===== src/rtl/lock_manager_pkg.sv =====
// Shared constants, command/ack codes and FSM state type for the global hardware lock manager.
package lock_manager_pkg;

  localparam int CMD_TYPE_L   = 0;
  localparam int CMD_TYPE_H   = 7;
  localparam int LOCK_ID_L    = 8;
  localparam int LOCK_ID_H    = 15;
  localparam int LOCK_ID_BITS = LOCK_ID_H - LOCK_ID_L + 1;

  localparam logic [7:0] CMD_LOCK_CODE   = 8'h04;
  localparam logic [7:0] CMD_UNLOCK_CODE = 8'h06;
  localparam logic [7:0] ACK_OK_CODE     = 8'h01;
  localparam logic [7:0] ACK_REJECT_CODE = 8'h00;

  typedef enum logic [1:0] {
    LM_IDLE,
    LM_DRAIN,
    LM_RESP
  } LockMgrState_t;

endpackage


===== src/rtl/lock_manager.sv =====
// Global hardware lock arbiter: lock/unlock commands in, single-beat ack responses out.
// Optional LOCK_OWNER_CHECK_EN adds a per-lock owner table (owner-only unlock, idempotent re-lock).
module lock_manager
  import lock_manager_pkg::*;
#(
  parameter int ACC_BITS  = 4,
  parameter int NUM_LOCKS = 16
) (
  input  logic                 clk,
  input  logic                 rst,
  input  logic [63:0]          inStream_tdata,
  input  logic                 inStream_tvalid,
  output logic                 inStream_tready,
  input  logic [ACC_BITS-1:0]  inStream_tid,
  input  logic                 inStream_tlast,
  output logic [63:0]          outStream_tdata,
  output logic                 outStream_tvalid,
  input  logic                 outStream_tready,
  output logic [ACC_BITS-1:0]  outStream_tdest,
  output logic                 outStream_tlast,
  output logic [NUM_LOCKS-1:0] lock_status,
  output logic                 err_bad_cmd
);

  localparam int IDX_W = (NUM_LOCKS > 1) ? $clog2(NUM_LOCKS) : 1;
  localparam logic [LOCK_ID_BITS:0] NUM_LOCKS_W = NUM_LOCKS[LOCK_ID_BITS:0];

  LockMgrState_t         state_q, state_d;
  logic [NUM_LOCKS-1:0]  locks_q, locks_d;
  logic                  err_q, err_d;
  logic                  pend_q, pend_d;
  logic [7:0]            ack_q, ack_d;
  logic [7:0]            rid_q, rid_d;
  logic [ACC_BITS-1:0]   dest_q, dest_d;

  logic [7:0]            cmd;
  logic [7:0]            lid;
  logic [IDX_W-1:0]      idx;
  logic [NUM_LOCKS-1:0]  mask;
  logic                  in_range;
  logic                  held;
  logic                  accept;
  logic                  owner_match;
  logic                  owner_we;
  logic                  resp;
  logic [7:0]            ack_c;
  logic                  unused_bits;

  assign cmd         = inStream_tdata[CMD_TYPE_H:CMD_TYPE_L];
  assign lid         = inStream_tdata[LOCK_ID_H:LOCK_ID_L];
  assign idx         = lid[IDX_W-1:0];
  assign in_range    = {1'b0, lid} < NUM_LOCKS_W;
  assign unused_bits = ^inStream_tdata[63:LOCK_ID_H+1];

  always_comb begin
    mask = '0;
    if (in_range) mask[idx] = 1'b1;
  end

  assign held   = |(locks_q & mask);
  assign accept = inStream_tvalid & inStream_tready;

`ifdef LOCK_OWNER_CHECK_EN
  logic [ACC_BITS-1:0] owner_q [NUM_LOCKS];

  assign owner_match = (owner_q[idx] == inStream_tid);

  // NOTE: the owner table has no reset; an entry is only read while its lock bit is set,
  // and that bit is always written together with the entry.
  always_ff @(posedge clk) begin
    if (owner_we) owner_q[idx] <= inStream_tid;
  end
`else
  // Without ownership tracking any accelerator may unlock, and a holder re-locking is rejected.
  assign owner_match = 1'b0;
`endif

  // NOTE: every combinational output gets a default first so no path leaves a latch behind.
  always_comb begin
    state_d  = state_q;
    locks_d  = locks_q;
    err_d    = err_q;
    pend_d   = pend_q;
    ack_d    = ack_q;
    rid_d    = rid_q;
    dest_d   = dest_q;
    owner_we = 1'b0;
    resp     = 1'b0;
    ack_c    = ACK_REJECT_CODE;

    case (state_q)
      LM_IDLE: begin
        if (accept) begin
          case (cmd)
            CMD_LOCK_CODE: begin
              resp = 1'b1;
              if (in_range && !held) begin
                locks_d  = locks_q | mask;
                ack_c    = ACK_OK_CODE;
                owner_we = 1'b1;
              end else if (in_range && owner_match) begin
                ack_c = ACK_OK_CODE;
              end
            end
            CMD_UNLOCK_CODE: begin
`ifdef LOCK_OWNER_CHECK_EN
              if (in_range && held && owner_match) locks_d = locks_q & ~mask;
`else
              if (in_range && held) locks_d = locks_q & ~mask;
`endif
              else err_d = 1'b1;
            end
            default: err_d = 1'b1;
          endcase

          if (resp) begin
            ack_d  = ack_c;
            rid_d  = lid;
            dest_d = inStream_tid;
          end

          // Multi-beat commands are decoded on the first beat; the rest is drained.
          if (!inStream_tlast) begin
            state_d = LM_DRAIN;
            pend_d  = resp;
          end else if (resp) begin
            state_d = LM_RESP;
          end
        end
      end
      LM_DRAIN: begin
        if (accept && inStream_tlast) state_d = pend_q ? LM_RESP : LM_IDLE;
      end
      LM_RESP: begin
        if (outStream_tready) state_d = LM_IDLE;
      end
      default: state_d = LM_IDLE;
    endcase
  end

  // NOTE: state registers use non-blocking assignments so all of them update from the same
  // pre-edge values.
  always_ff @(posedge clk) begin
    if (rst) begin
      state_q <= LM_IDLE;
      locks_q <= '0;
      err_q   <= 1'b0;
      pend_q  <= 1'b0;
      ack_q   <= '0;
      rid_q   <= '0;
      dest_q  <= '0;
    end else begin
      state_q <= state_d;
      locks_q <= locks_d;
      err_q   <= err_d;
      pend_q  <= pend_d;
      ack_q   <= ack_d;
      rid_q   <= rid_d;
      dest_q  <= dest_d;
    end
  end

  assign inStream_tready  = !rst && (state_q == LM_IDLE || state_q == LM_DRAIN);
  assign outStream_tvalid = (state_q == LM_RESP);
  assign outStream_tlast  = outStream_tvalid;
  assign outStream_tdata  = {48'b0, rid_q, ack_q};
  assign outStream_tdest  = dest_q;
  assign lock_status      = locks_q;
  assign err_bad_cmd      = err_q;

endmodule


===== config.mk =====
export PLATFORM = sky130hd
export DESIGN_NAME = lock_manager
export DESIGN_NICKNAME = d
export VERILOG_FILES = /design/src/rtl/lock_manager_pkg.sv /design/src/rtl/lock_manager.sv
export SDC_FILE = /design/constraint.sdc
export NUM_CORES = 1
export LEC_CHECK = 0
export CAP_MARGIN = 15
export CORE_UTILIZATION = 37
export DETAILED_ROUTE_END_ITERATION = 6
export PLACE_DENSITY = 0.82
export SLEW_MARGIN = 20
export SYNTH_ARGS = -nofsm -noshare
export SYNTH_HDL_FRONTEND = slang
export SYNTH_SLANG_ARGS = --single-unit
export TNS_END_PERCENT = 100

===== constraint.sdc =====
create_clock -name clk -period 4.85 [get_ports clk]
set_input_delay 0.7275 -clock clk [delete_from_list [all_inputs] [get_ports clk]]
set_output_delay 0.7275 -clock clk [all_outputs]
set_load 0.005 [all_outputs]

==> impl.org <==
** Power
- Net switching power figure :: 144.5 uW
- Cell internal power was estimated by the tool at 453.4 uW.
- In this run, the clock network consumes 41.7% of the power.
- Switching portion of total power :: 24.17%
- Peak supply drop :: 0.0001615 V
- Registers are responsible for 45.7% of the overall power.
- Total power consumption of the routed design :: 598.0 uW
- Combinational logic is responsible for 12.6% of the overall power.
- Leakage power figure :: 0.001103 uW
- Power spread over the standard cell area amounts to 226.2 nW/um^2.

** Place
- Placed cell areas :: 2540 um^2
- Total of buffers placed on input and output ports :: 57
- Final estimated routing congestion in global placement :: 0.7381
- The HPWL after detailed placement is 3128 um.

** Yosys
- In the synthesized netlist, the number of instances is 230.
- Number of distinct library cells after synthesis :: 36
- Sequential share of the synthesized area :: 30.47%
- Fraction of post-synthesis cell area in the top cell type by area :: 30.47%
- In this run the cell area of the synthesized design comes to 2168 um^2.
- Sorting the synthesized cells by area gives the leading types as dfxtp_1 30%, buf_4 20%, mux2i_1 17%.
- Avg Inst Size Synth :: 9.428 um^2
- Counting flops and latches in the post-synthesis netlist gives 33.
- Yosys printed 0 warnings.
- Of all cell types, the one taking the most synthesized area is dfxtp_1.

** Worst setup path
- Element type at the critical path end :: output pin
- Reg-to-reg startpoint :: state_q[1]
- The endpoint identified for the worst register-to-register timing path is rid_q[2].
- R2R setup slack :: 3020 ps
- Critical path launch point type :: primary input
- Along the worst path, the maximum fanout reaches 37.
- Required @ worst endpoint :: 4120 ps
- Start-to-end type of the worst setup path :: in -> out
- Startpoint of the most critical setup path :: rst
- Critical path arrival :: 2100 ps
- The worst register-to-register path has a depth of 5.

** Routing
- Dividing the detail-routed wire length by the instance count gives 12.02 um.
- The first detailed-routing pass ran for 4 iterations.
- For this block, the initial DRC count from the detailed router was 71.
- In the routed layout, each cell is associated on average with a via count of 4.748.
- Remaining antenna violation count :: 0
- For this block, the routed nets add up to 4242 um of wire.
- The final route contains 1676 vias.
- For this run, design rule violations remaining after detail routing come to 0.

** STA
- For the final routed database, the setup TNS stands at 0 ps.
- The final-report max-slew violation count came to 0.
- Final number of hold-violating endpoints :: 0
- At the pin with the least slew margin, the transition time is 793.2 ps.
- On the final layout, the worst hold slack is 471.0 ps.
- Period Utilization, post-route :: 58.29%
- Setup repair after global routing missed its margin :: no
- Setup violators final :: 0
- Maximum achievable frequency :: 353.7 MHz
- Across the routed clock network, the largest skew measured is 6.002 ps.
- The worst path in the final design needs a cycle of 2827 ps, including I/O delays and setup.
- Headroom to the max-slew limit :: 46.95%

** Clock network
- Setup fix buffers added after clock tree synthesis :: 0
- CTS tree :: yes
- Gates resized during post-CTS repair numbered 0.
- Counting every sink on the clock net gives 33.
- The H-tree generated during clock tree synthesis spans 2 levels.
- Library cell used as clock root buffer :: clkbuf_8
- Clock insertion delay at the later pin of the skew report :: 290 ps
- Clock-pin slew was measured on the worst setup and hold paths at 70 ps.
- # hold bufs at CTS :: 0
- No sink is reached through more buffers than the 2 on the longest clock path.
- CTS buffer count :: 5

** Min path
- Worst min-delay path class :: reg -> reg
- The worst hold path begins at state_q[1].
- The path with the worst hold slack has its endpoint at state_q[0].
- Counting instances, the worst hold path has a depth of 1.

** Finish
- Final layout net count :: 354
- Cell area after layout :: 2644 um^2
- The repair_antennas step left the layout with diodes totalling 0.
- Fraction of final layout cells sized beyond drive strength 1 :: 6.406%
- Commonest cells after routing, fill and taps aside :: 57 x clkdlybuf4s50_1, 55 x conb_1, 36 x mux2i_1
- The library cell used most frequently in the layout, excluding fill and tap cells, is clkdlybuf4s50_1.
- Filler cells :: 524
- Synth-to-Final Area Change :: 21.93%

** Global routing
- Gr ovfl total :: 0
- Global-route wire length before repair :: 6851 um
- The number of global-route vias before repair came to 1536.
- Number of antenna violations at the first check in global routing :: 0
- For this run, the total global-route usage over all layers was measured as 14.13%.
- Largest net degree at the start of global routing :: 38

** Die
- The floorplan step set the die height to 78.55 um.
- Number of standard-cell rows in the floorplan :: 27
- For this design the top-level I/O count stands at 161.
- The floorplan step defined a die boundary enclosing 6170 um^2.
- Core region area :: 5574 um^2
- The floorplan step set the die width to 78.55 um.
- For this configuration, the core starts out at a cell density of 38.90%.

** Status
- Result of the run :: complete, no violations

** Job
- The tool flagged a number of max-cap violations equal to 0.
==> power groups by stage <==
stage	Combinational (uW)	Sequential [uW]	Clock, uW
6_report	75.3	274	249
5_1_grt	83.4	274	270
4_1_cts	74.5	273	259
3_5_place_dp	74.3	280	0
3_3_place_gp	72.7	280	0
2_1_floorplan	76.4	280	0
==> synthesized netlist by cell type <==
| cell | count |
|---|---|
| a2111oi_0 | 1 |
| a211oi_1 | 1 |
| a21oi_1 | 5 |
| a21oi_2 | 1 |
| a22oi_1 | 2 |
| a22oi_2 | 2 |
| a41o_1 | 1 |
| a41oi_1 | 1 |
| and2_1 | 2 |
| and2b_1 | 3 |
| and3_1 | 2 |
| buf_2 | 3 |
| buf_4 | 58 |
| buf_6 | 3 |
| clkbuf_1 | 4 |
| conb_1 | 1 |
| dfxtp_1 | 33 |
| inv_1 | 2 |
| mux2i_1 | 36 |
| nand2_1 | 3 |
| nand2b_1 | 16 |
| nand3_4 | 1 |
| nand3b_1 | 1 |
| nand3b_2 | 1 |
| nor2_1 | 18 |
| nor2_2 | 1 |
| nor2b_1 | 3 |
| nor3_4 | 2 |
| nor4_4 | 1 |
| o2111ai_1 | 16 |
| o21ai_0 | 1 |
| o22ai_1 | 1 |
| o31ai_1 | 1 |
| o32ai_1 | 1 |
| or4_1 | 1 |
| or4_4 | 1 |
==> layer usage <==
metal  track usage [%]  share of wire, %  up-vias
met2             24.09                46       94
met5                 0                 0        -
met1             15.60                42      774
li1                  -                 -      798
met4             6.111               1.6        0
met3             5.233                10       10
==> kinds of logic after synthesis <==
kind of cell | count (synthesis) | synth area share, %
AOI/OAI and AO/OA | 34 | 12.75
muxes | 36 | 16.62
buffers and inverters | 70 | 23.37
and+or+nand+nor | 56 | 16.62
other | 1 | 0.1729
DFF | 33 | 30.47
==> metrics by stage <==
| stage | setup WS (ps) | std cells | util, % |
|---|---|---|---|
| detailed placement | 1768 | 346 | 45.57 |
| finish | 2023 | 353 | 47.43 |
| floorplan | 2763 | 284 | - |
| global placement | 1823 | 346 | 45.57 |
| CTS | 2018 | 353 | 47.43 |
| global route | 1955 | 353 | 47.43 |
==> layout make-up <==
cell class / count / area, um^2 / share of cell area [%]
flip-flops and latches: 33 / 660.6 / 24.99
well taps: 72 / 90.09 / 3.407
clock buffers: 5 / 68.82 / 2.603
inverters: 2 / 7.507 / 0.2840
repair buffers: 58 / 578.1 / 21.86
multi-input cells: 181 / 1204 / 45.53
clock inverters: 2 / 35.03 / 1.325
==> worst max-delay path by stage <==
stage,endpoint,slack (ps),cells after the start
after floorplan,outStream_tdest[0],2760,7
after global placement,flop,1820,6
after detailed placement,flop,1770,6
after CTS,inStream_tready,2020,4
after global routing,flop,1960,6
final,inStream_tready,2020,4
==> worst max-delay path, stage by stage <==
cell,delay (ps)
clkdlybuf4s50_1,390
buf_4,240
nor2_2,190
clkdlybuf4s50_1,540
Power figures use the tool's default switching activity.
